<file path="config.mk">
export PLATFORM = sky130hd
export DESIGN_NAME = highest_index_scanner
export DESIGN_NICKNAME = d
export VERILOG_FILES = /design/src/rtl/highest_index_pkg.sv /design/src/rtl/highest_index_enc.sv /design/src/rtl/highest_index_scanner.sv
export SDC_FILE = /design/constraint.sdc
export NUM_CORES = 1
export LEC_CHECK = 0
export BUFFER_PORTS_ARGS = -buffer_cell sky130_fd_sc_hd__buf_2
export CAP_MARGIN = 5
export CORE_MARGIN = 5
export CORE_UTILIZATION = 25
export DETAILED_ROUTE_END_ITERATION = 8
export PLACE_DENSITY_LB_ADDON = 0.25
export SLEW_MARGIN = 20
export SYNTH_ARGS = -nofsm -noshare
export SYNTH_HDL_FRONTEND = slang
export SYNTH_SLANG_ARGS = --single-unit
</file>
<file path="constraint.sdc">
create_clock -name clk -period 1.9 [get_ports clk]
set_input_delay 0.38 -clock clk [delete_from_list [all_inputs] [get_ports clk]]
set_output_delay 0.38 -clock clk [all_outputs]
set_load 0.01 [all_outputs]
</file>
<file path="src/rtl/highest_index_pkg.sv">
// Shared types and the priority-search helper for the highest-index scanner.
package highest_index_pkg;

    localparam int MAX_WIDTH = 256;
    localparam int MAX_IDX_W = 8;

    typedef enum logic {
        IDLE = 1'b0,
        EMIT = 1'b1
    } state_t;

    typedef struct packed {
        logic                 found;
        logic [MAX_IDX_W-1:0] idx;
    } hs_t;

    // Narrower vectors are zero-extended by the caller, so unused upper bits never win.
    function automatic hs_t highest_set(input logic [MAX_WIDTH-1:0] vec);
        hs_t res;
        res.found = 1'b0;
        res.idx   = {MAX_IDX_W{1'b0}};
        for (int i = 0; i < MAX_WIDTH; i++) begin
            res.found = res.found | vec[i];
            res.idx   = vec[i] ? MAX_IDX_W'(i) : res.idx;
        end
        return res;
    endfunction

endpackage

</file>
<file path="src/rtl/highest_index_enc.sv">
// Combinational priority encoder: highest set bit, all-zero flag and single-bit flag.
module highest_index_enc
    import highest_index_pkg::*;
#(
    parameter  int WIDTH = 8,
    localparam int IDX_W = $clog2(WIDTH)
) (
    input  logic [WIDTH-1:0] vec,
    output logic [IDX_W-1:0] idx,
    output logic             zero,
    output logic             one_hot
);

    hs_t hs_s;

    // Priority search plus the exactly-one-bit test (clearing the lowest bit leaves zero).
    always_comb begin
        hs_s    = highest_set(MAX_WIDTH'(vec));
        idx     = IDX_W'(hs_s.idx);
        zero    = ~hs_s.found;
        one_hot = hs_s.found & ((vec & (vec - {{(WIDTH-1){1'b0}}, 1'b1})) == {WIDTH{1'b0}});
    end

endmodule

</file>
<file path="src/rtl/highest_index_scanner.sv">
// Handshaked highest-set-bit scanner: one beat per vector (mode 0) or per set bit (mode 1).
module highest_index_scanner
    import highest_index_pkg::*;
#(
    parameter  int WIDTH = 8,
    localparam int IDX_W = $clog2(WIDTH)
) (
    input  logic             clk,
    input  logic             rst_n,
    input  logic             in_valid,
    output logic             in_ready,
    input  logic [WIDTH-1:0] in_vec,
    input  logic             in_mode,
    output logic             out_valid,
    input  logic             out_ready,
    output logic [IDX_W-1:0] out_idx,
    output logic             out_last,
    output logic             out_zero
);

    state_t           state_r, next_state_s;
    logic [WIDTH-1:0] rem_r, next_rem_s;
    logic             mode_r, next_mode_s;
    logic [IDX_W-1:0] enc_idx_s;
    logic             enc_zero_s;
    logic             enc_one_hot_s;
    logic             in_hs_s;
    logic             out_hs_s;
    logic [WIDTH-1:0] clr_mask_s;

    highest_index_enc #(.WIDTH(WIDTH)) u_enc (
        .vec     (rem_r),
        .idx     (enc_idx_s),
        .zero    (enc_zero_s),
        .one_hot (enc_one_hot_s)
    );

    // Beat fields come only from the held state; they are forced to zero while idle.
    always_comb begin
        out_valid  = (state_r == EMIT);
        out_idx    = out_valid ? enc_idx_s : {IDX_W{1'b0}};
        out_zero   = out_valid & enc_zero_s;
        out_last   = out_valid & (enc_zero_s | ~mode_r | enc_one_hot_s);
        in_ready   = (state_r == IDLE) | (out_valid & out_ready & out_last);
        in_hs_s    = in_valid & in_ready;
        out_hs_s   = out_valid & out_ready;
        clr_mask_s = {{(WIDTH-1){1'b0}}, 1'b1} << enc_idx_s;
    end

    // A new vector always wins: it can only arrive while idle or on the last beat.
    always_comb begin
        next_state_s = state_r;
        next_rem_s   = rem_r;
        next_mode_s  = mode_r;
        if (in_hs_s) begin
            next_state_s = EMIT;
            next_rem_s   = in_vec;
            next_mode_s  = in_mode;
        end else if (out_hs_s) begin
            next_rem_s   = rem_r & ~clr_mask_s;
            next_state_s = out_last ? IDLE : EMIT;
        end else begin
            next_state_s = state_r;
        end
    end

    // State, remaining-vector and mode registers with synchronous reset.
    always_ff @(posedge clk) begin
        if (!rst_n) begin
            state_r <= IDLE;
            rem_r   <= {WIDTH{1'b0}};
            mode_r  <= 1'b0;
        end else begin
            state_r <= next_state_s;
            rem_r   <= next_rem_s;
            mode_r  <= next_mode_s;
        end
    end

endmodule

</file>
==> out/metrics.cfg, run 1 <==
[cells_and_area]
multi_input_comb_area_um2 = 428
nets = 120
n_antenna_cell = 0
final_cell_count_no_fill = 137
regArea_um2 = 220
number_of_filler_cells_placed_in_the_layout = 287
drive_above_1_share_pct = 47.2
area_delta_synth_final_pct = 37.8

[status]
status = finished with violations
violations = negative setup slack

[global_route]
grt_util_all_layers_pct = 8.68
first_global_vias = 624
global_route_wire_length_before_repair_um = 2740
globalRoute.totalOverflow = 0
grt_max_degree = 15
grt_antenna_before_repair = 0

[detailed_routing]
drtAntennaViolNets = 0
wl_um = 1710
drc_errors = 0
drt_first_pass_iters = 4
detailroute.via_count = 677
routedWlPerCell_um = 12.4
routed_via_density = 4.94
drt-initial-drc-count = 10

[power_and_ir_drop]
power.net_switching_uw = 203
powerDensity_nw_per_um2 = 706
p_clk_share_pct = 28.7
share_comb_of_total_power_pct = 32.0
max_vdd_drop_mv = 0.452
power.static_leakage_uw = 0.000402
switching_share_pct = 30.8
share_seq_of_total_power_pct = 39.3
power.total_uw = 661
internal_power_contribution_uw = 457

[placed_design]
detailed_place_hpwl_um = 1240
placedCellCount = 125
place_congestion = 0.730
port-buffer-count = 19

[timing]
finalClockSkew_ns = 0.00548
tcrit_tclk_final_pct = 106
worst_slew_pin_slew_ns = 0.360
rsz0062_at_grt = yes
achievable_frequency_mhz = 497
timing.final.crit_period_ns = 2.01
finalSetupViolCount = 2
slew_violations = 0
final_count_of_hold_timing_violations = 0
timing.max_slew.rel_slack_pct = 75.9
fin_setup_tns_ns = -0.134
worst_path_setup_slack_after_routing_ns = -0.112

[clock_network]
clk_transition_reported_paths_ns = 0.07
cts_htree_levels = 1
cts.sink_count = 10
insertion_delay_ns = 0.26
cts.path.max_buffers = 2
cts_buffers = 3
clock-root-buffer = clkbuf_4
postCtsHoldBufs = 0
cts_tree = done

[synth]
synth_area_leaders = dfxtp_1, nand3_1, buf_6
syn_inst = 78
synth.net_count = 91
synth-edff-count = 0
yosys-top-cells-count = dfxtp_1, nand3_1, nand2_1, nor2_1
synthesis.yosys.warnings = 0
asyncSetResetFlopFracSynth_pct = 0
synth_top_cell_by_area = dfxtp_1
area_fraction_of_the_dominant_cell_type_after_synthesis_pct = 29.5
netlist_area_um2 = 679
ys_dominant_reg_cell = dfxtp_1
postSynthRegisterBits = 10
avgSynthCellArea_um2 = 8.71
synth_cell_type_count = 38
seq_area_frac_synth_pct = 29.5
synthMostInstantiatedCell = dfxtp_1

[die]
chipHeight_um = 62.1
coreArea_um2 = 2690
start_util_pct = 25.3
fp.dieArea_um2 = 3860
die_width_um = 62.1
std_cell_rows = 19
io_pins = 20

[critical_path]
critPathArrivalTime_ns = 1.63
endpoint_kind = output pin
worst_ep_required_time_ns = 1.52
critical_path.max_fanout = 6
criticalPathCategory = flip-flop to output pin
timing.reg2reg.setup_slack_ns = 0.14
crit_path_start_kind = flip-flop

[worst_hold_path]
worst_hold_path_type = input port to flip-flop

[run]
maxCapViolations = 0

placed cells by master (no fill, tap or decap), types with 2 or more instances in the layout:
master	count
buf_2	19
buf_4	10
nand3_1	7
nand2_1	6
nor2_1	5
dfxtp_4	5
dfxtp_1	4
inv_1	3
o211ai_1	3
clkbuf_4	3
a22oi_1	2
o21a_1	2
o21ai_1	2
nand2b_1	2
nor2b_1	2
a21boi_1	2
a21boi_0	2
o21ai_0	2
path summary, 6_finish.rpt:
kind	start	to	cells past startpoint
hold / removal	in_vec[7]	rem_r[7]$_SDFFE_PN0P_	3
setup reg to reg	rem_r[6]$_SDFFE_PN0P_	rem_r[5]$_SDFFE_PN0P_	8
hold reg to reg	rem_r[0]$_SDFFE_PN0P_	rem_r[0]$_SDFFE_PN0P_	2
setup / recovery	rem_r[7]$_SDFFE_PN0P_	out_zero	4
area by class of cell:
cell class	instances	area share, %
inverter	3	1.20
multi-input combinational	58	45.7
sequential	10	23.5
timing repair buffer	31	21.5
clock buffer	4	3.88
tap	31	4.14
per-layer routing:
metal	track usage [%]	part of all wire, %
met1	11.1	49
met4	4.61	1.5
met2	12.8	45
met5	0	0
met3	2.70	4.0
registers in the layout (all words and copies together) (netlist names):
register	cells
out_valid	1
rem_r	8
mode_r	1
timing repair:
item | 4_1_cts | 5_1_grt
endpoints found under the setup margin | 4 | 5
pin swaps | 4 | 1
gates resized for setup | 15 | 1
endpoints found under the hold margin | 0 | 0
setup buffers | 7 | 1
worst max-delay path: stages (launching register included):
cell and delay, ns:
dfxtp_2 0.36, or4_4 0.55, nor3_4 0.15, and3_1 0.18, buf_2 0.13
power by group through the flow:
stage          sequential, uW  combinational [uW]  clock, uW
6_report                  259                 212        189
5_1_grt                   263                 230        210
4_1_cts                   259                 207        195
3_5_place_dp              266                 166          0
3_3_place_gp              266                 164          0
2_1_floorplan             246                 143          0
cell families (layout without fill, tap and decap cells):
| logic type | Yosys count | in the layout | synth area share [%] |
|---|---|---|---|
| muxes | 1 | 1 | 1.47 |
| AOI/OAI and AO/OA | 27 | 27 | 34.1 |
| buffers and inverters | 10 | 38 | 10.1 |
| and+or+nand+nor | 30 | 30 | 24.9 |
| DFF | 10 | 10 | 29.5 |
stage by stage:
| step | area, um2 | setup slack, ns | util, % | hold WS [ns] |
|---|---|---|---|---|
| finish | 936 | -0.112 | 34.8 | 0.326 |
| global route | 936 | -0.150 | 34.8 | 0.334 |
| CTS | 925 | -0.0934 | 34.4 | 0.325 |
| detailed placement | 786 | 0.0758 | 29.3 | 0.514 |
| global placement | 786 | 0.0921 | 29.3 | 0.507 |
| floorplan | 679 | 0.199 | - | 0.469 |
No activity file was read; power rests on OpenSTA's default activity.
==> run 2, diff against run 1 <==
- SKIP_CTS_REPAIR_TIMING: default -> 1
==> run 2 against run 1 <==
  * The run still ends with negative setup slack left
  * Worst hold slack better by 0.0029 ns
  * Non-clock buffer count decreased by 7
  * Via count down 4.1%
  * Routed wire length decreased by 5.7%
  * Register-to-register slack improved by 0.09 ns
  * Sequential power up 2%
  * Clock-buffer cell count did not move
  * Final area decreased by 7.9%
  * Largest power group unchanged
  * Highest routed layer unchanged
==> out/metrics.cfg, run 2 (synthesis gave the netlist of run 1 again) <==
[global_route]
grt_max_degree = 15
first_global_vias = 575
grt_util_all_layers_pct = 8.04
globalRoute.totalOverflow = 0
global_route_wire_length_before_repair_um = 2530
grt_antenna_before_repair = 0

[timing]
worst_slew_pin_slew_ns = 0.374
timing.final.crit_period_ns = 2.01
achievable_frequency_mhz = 498
timing.max_slew.rel_slack_pct = 75.0
fin_setup_tns_ns = -0.195
final_count_of_hold_timing_violations = 0
slew_violations = 0
finalSetupViolCount = 3
tcrit_tclk_final_pct = 106
rsz0062_at_grt = yes
worst_path_setup_slack_after_routing_ns = -0.107
finalClockSkew_ns = 0.00490

[cells_and_area]
final_common_cell = buf_2
final_core_density_pct = 32.1
largest_register_ff_count = 8
final_cell_count_no_fill = 130
largest_register = rem_r
drive_above_1_share_pct = 43.4
area_delta_synth_final_pct = 26.9
commonest_cells_after_routing_fill_and_taps_aside = buf_2, nand3_1, nand2_1
n_antenna_cell = 0
nets = 113
layout.cell_area.non_filler_um2 = 862

[power_and_ir_drop]
power.static_leakage_uw = 0.000360
max_vdd_drop_mv = 0.461
switching_share_pct = 30.9
share_comb_of_total_power_pct = 27.9
p_clk_share_pct = 29.9
powerDensity_nw_per_um2 = 727
internal_power_contribution_uw = 433
power.total_uw = 627
power.net_switching_uw = 194
share_seq_of_total_power_pct = 42.2

[detailed_routing]
routedWlPerCell_um = 12.4
drtAntennaViolNets = 0
wl_um = 1610
drt-initial-drc-count = 17
detailroute.via_count = 649
routed_via_density = 4.99
drt_first_pass_iters = 4
drc_errors = 0

[critical_path]
worst_ep_required_time_ns = 1.52
endpoint_kind = output pin
critical_path.max_fanout = 6
critical_path_buf_inv_count = 1
cp_max_stage_delay_ns = 0.56
crit_chain = or4_4, nor3_4, and3_1, buf_2
cell_with_the_biggest_individual_delay_on_the_critical_path = or4_4
worst_reg2reg_path_length_in_cells = 6
critPathArrivalTime_ns = 1.63
critical-path-top-delay-family = simple AND/OR/NAND/NOR gates
crit_path_start_kind = flip-flop
criticalPathCategory = flip-flop to output pin
timing.critical_path.depth = 4

[die]
coreArea_um2 = 2690
chipHeight_um = 62.1
io_pins = 20
die_width_um = 62.1
std_cell_rows = 19
start_util_pct = 25.3
fp.dieArea_um2 = 3860

[clock_network]
cts_htree_levels = 1
clock-root-buffer = clkbuf_4
insertion_delay_ns = 0.26
cts.sink_count = 10
clk_transition_reported_paths_ns = 0.07
cts.path.max_buffers = 2
cts_buffers = 3
cts_tree = done

[placed_design]
port-buffer-count = 19
placedCellCount = 125
place_congestion = 0.730
detailed_place_hpwl_um = 1240
detailed_place.area_um2 = 786

[worst_hold_path]
worst_hold_path_type = input port to flip-flop
whs_path_cells = 3

[status]
violations = negative setup slack
status = finished with violations

[run]
maxCapViolations = 0

run 2: changes by cell type in the layout (fill, tap and decap cells not counted):
cell	change
buf_4	-5
buf_12	-1
dfxtp_4	-2
buf_6	-1
dfxtp_2	+2
run 2: final timing paths:
path                                       startpoint  slack (ns)               endpoint
worst max-delay path            rem_r[7]$_SDFFE_PN0P_       -0.11               out_zero
worst max register to register  rem_r[2]$_SDFFE_PN0P_        0.23  rem_r[5]$_SDFFE_PN0P_
worst min register to register  rem_r[0]$_SDFFE_PN0P_        0.52  rem_r[0]$_SDFFE_PN0P_
worst min-delay path                        in_vec[7]        0.33  rem_r[7]$_SDFFE_PN0P_
run 2: through the flow:
step / hold WS [ns] / worst slack (ns)
2_1_floorplan: 0.469 / 0.199
3_3_place_gp: 0.507 / 0.0921
4_1_cts: 0.325 / -0.223
5_1_grt: 0.336 / -0.156
3_5_place_dp: 0.514 / 0.0758
6_report: 0.329 / -0.107
run 2: final cells by class:
class,instances,area (um2)
multi-input combinational,58,428
fill,296,1820
inverter,3,11.3
sequential,10,215
tap,31,38.8
clock buffer,4,36.3
timing repair buffer,24,133
run 2: power groups by stage:
stage	Combinational [uW]	Clock, uW	Sequential (uW)
final	175	187	265
after global routing	192	209	268
after CTS	167	195	261
after detailed placement	166	0	266
after global placement	164	0	266
after floorplan	143	0	246
run 2: routing by layer:
layer,track usage [%],part of all wire [%],up-vias
met5,0,0,-
met4,4.07,1.1,0
met3,2.34,4.4,2
met2,12.0,46,17
met1,10.4,48,296
li1,-,-,334
run 2: tightest hold or removal path: stages:
cell and delay (ns):
buf_2 0.07, nand3_1 0.05, nand2_1 0.06
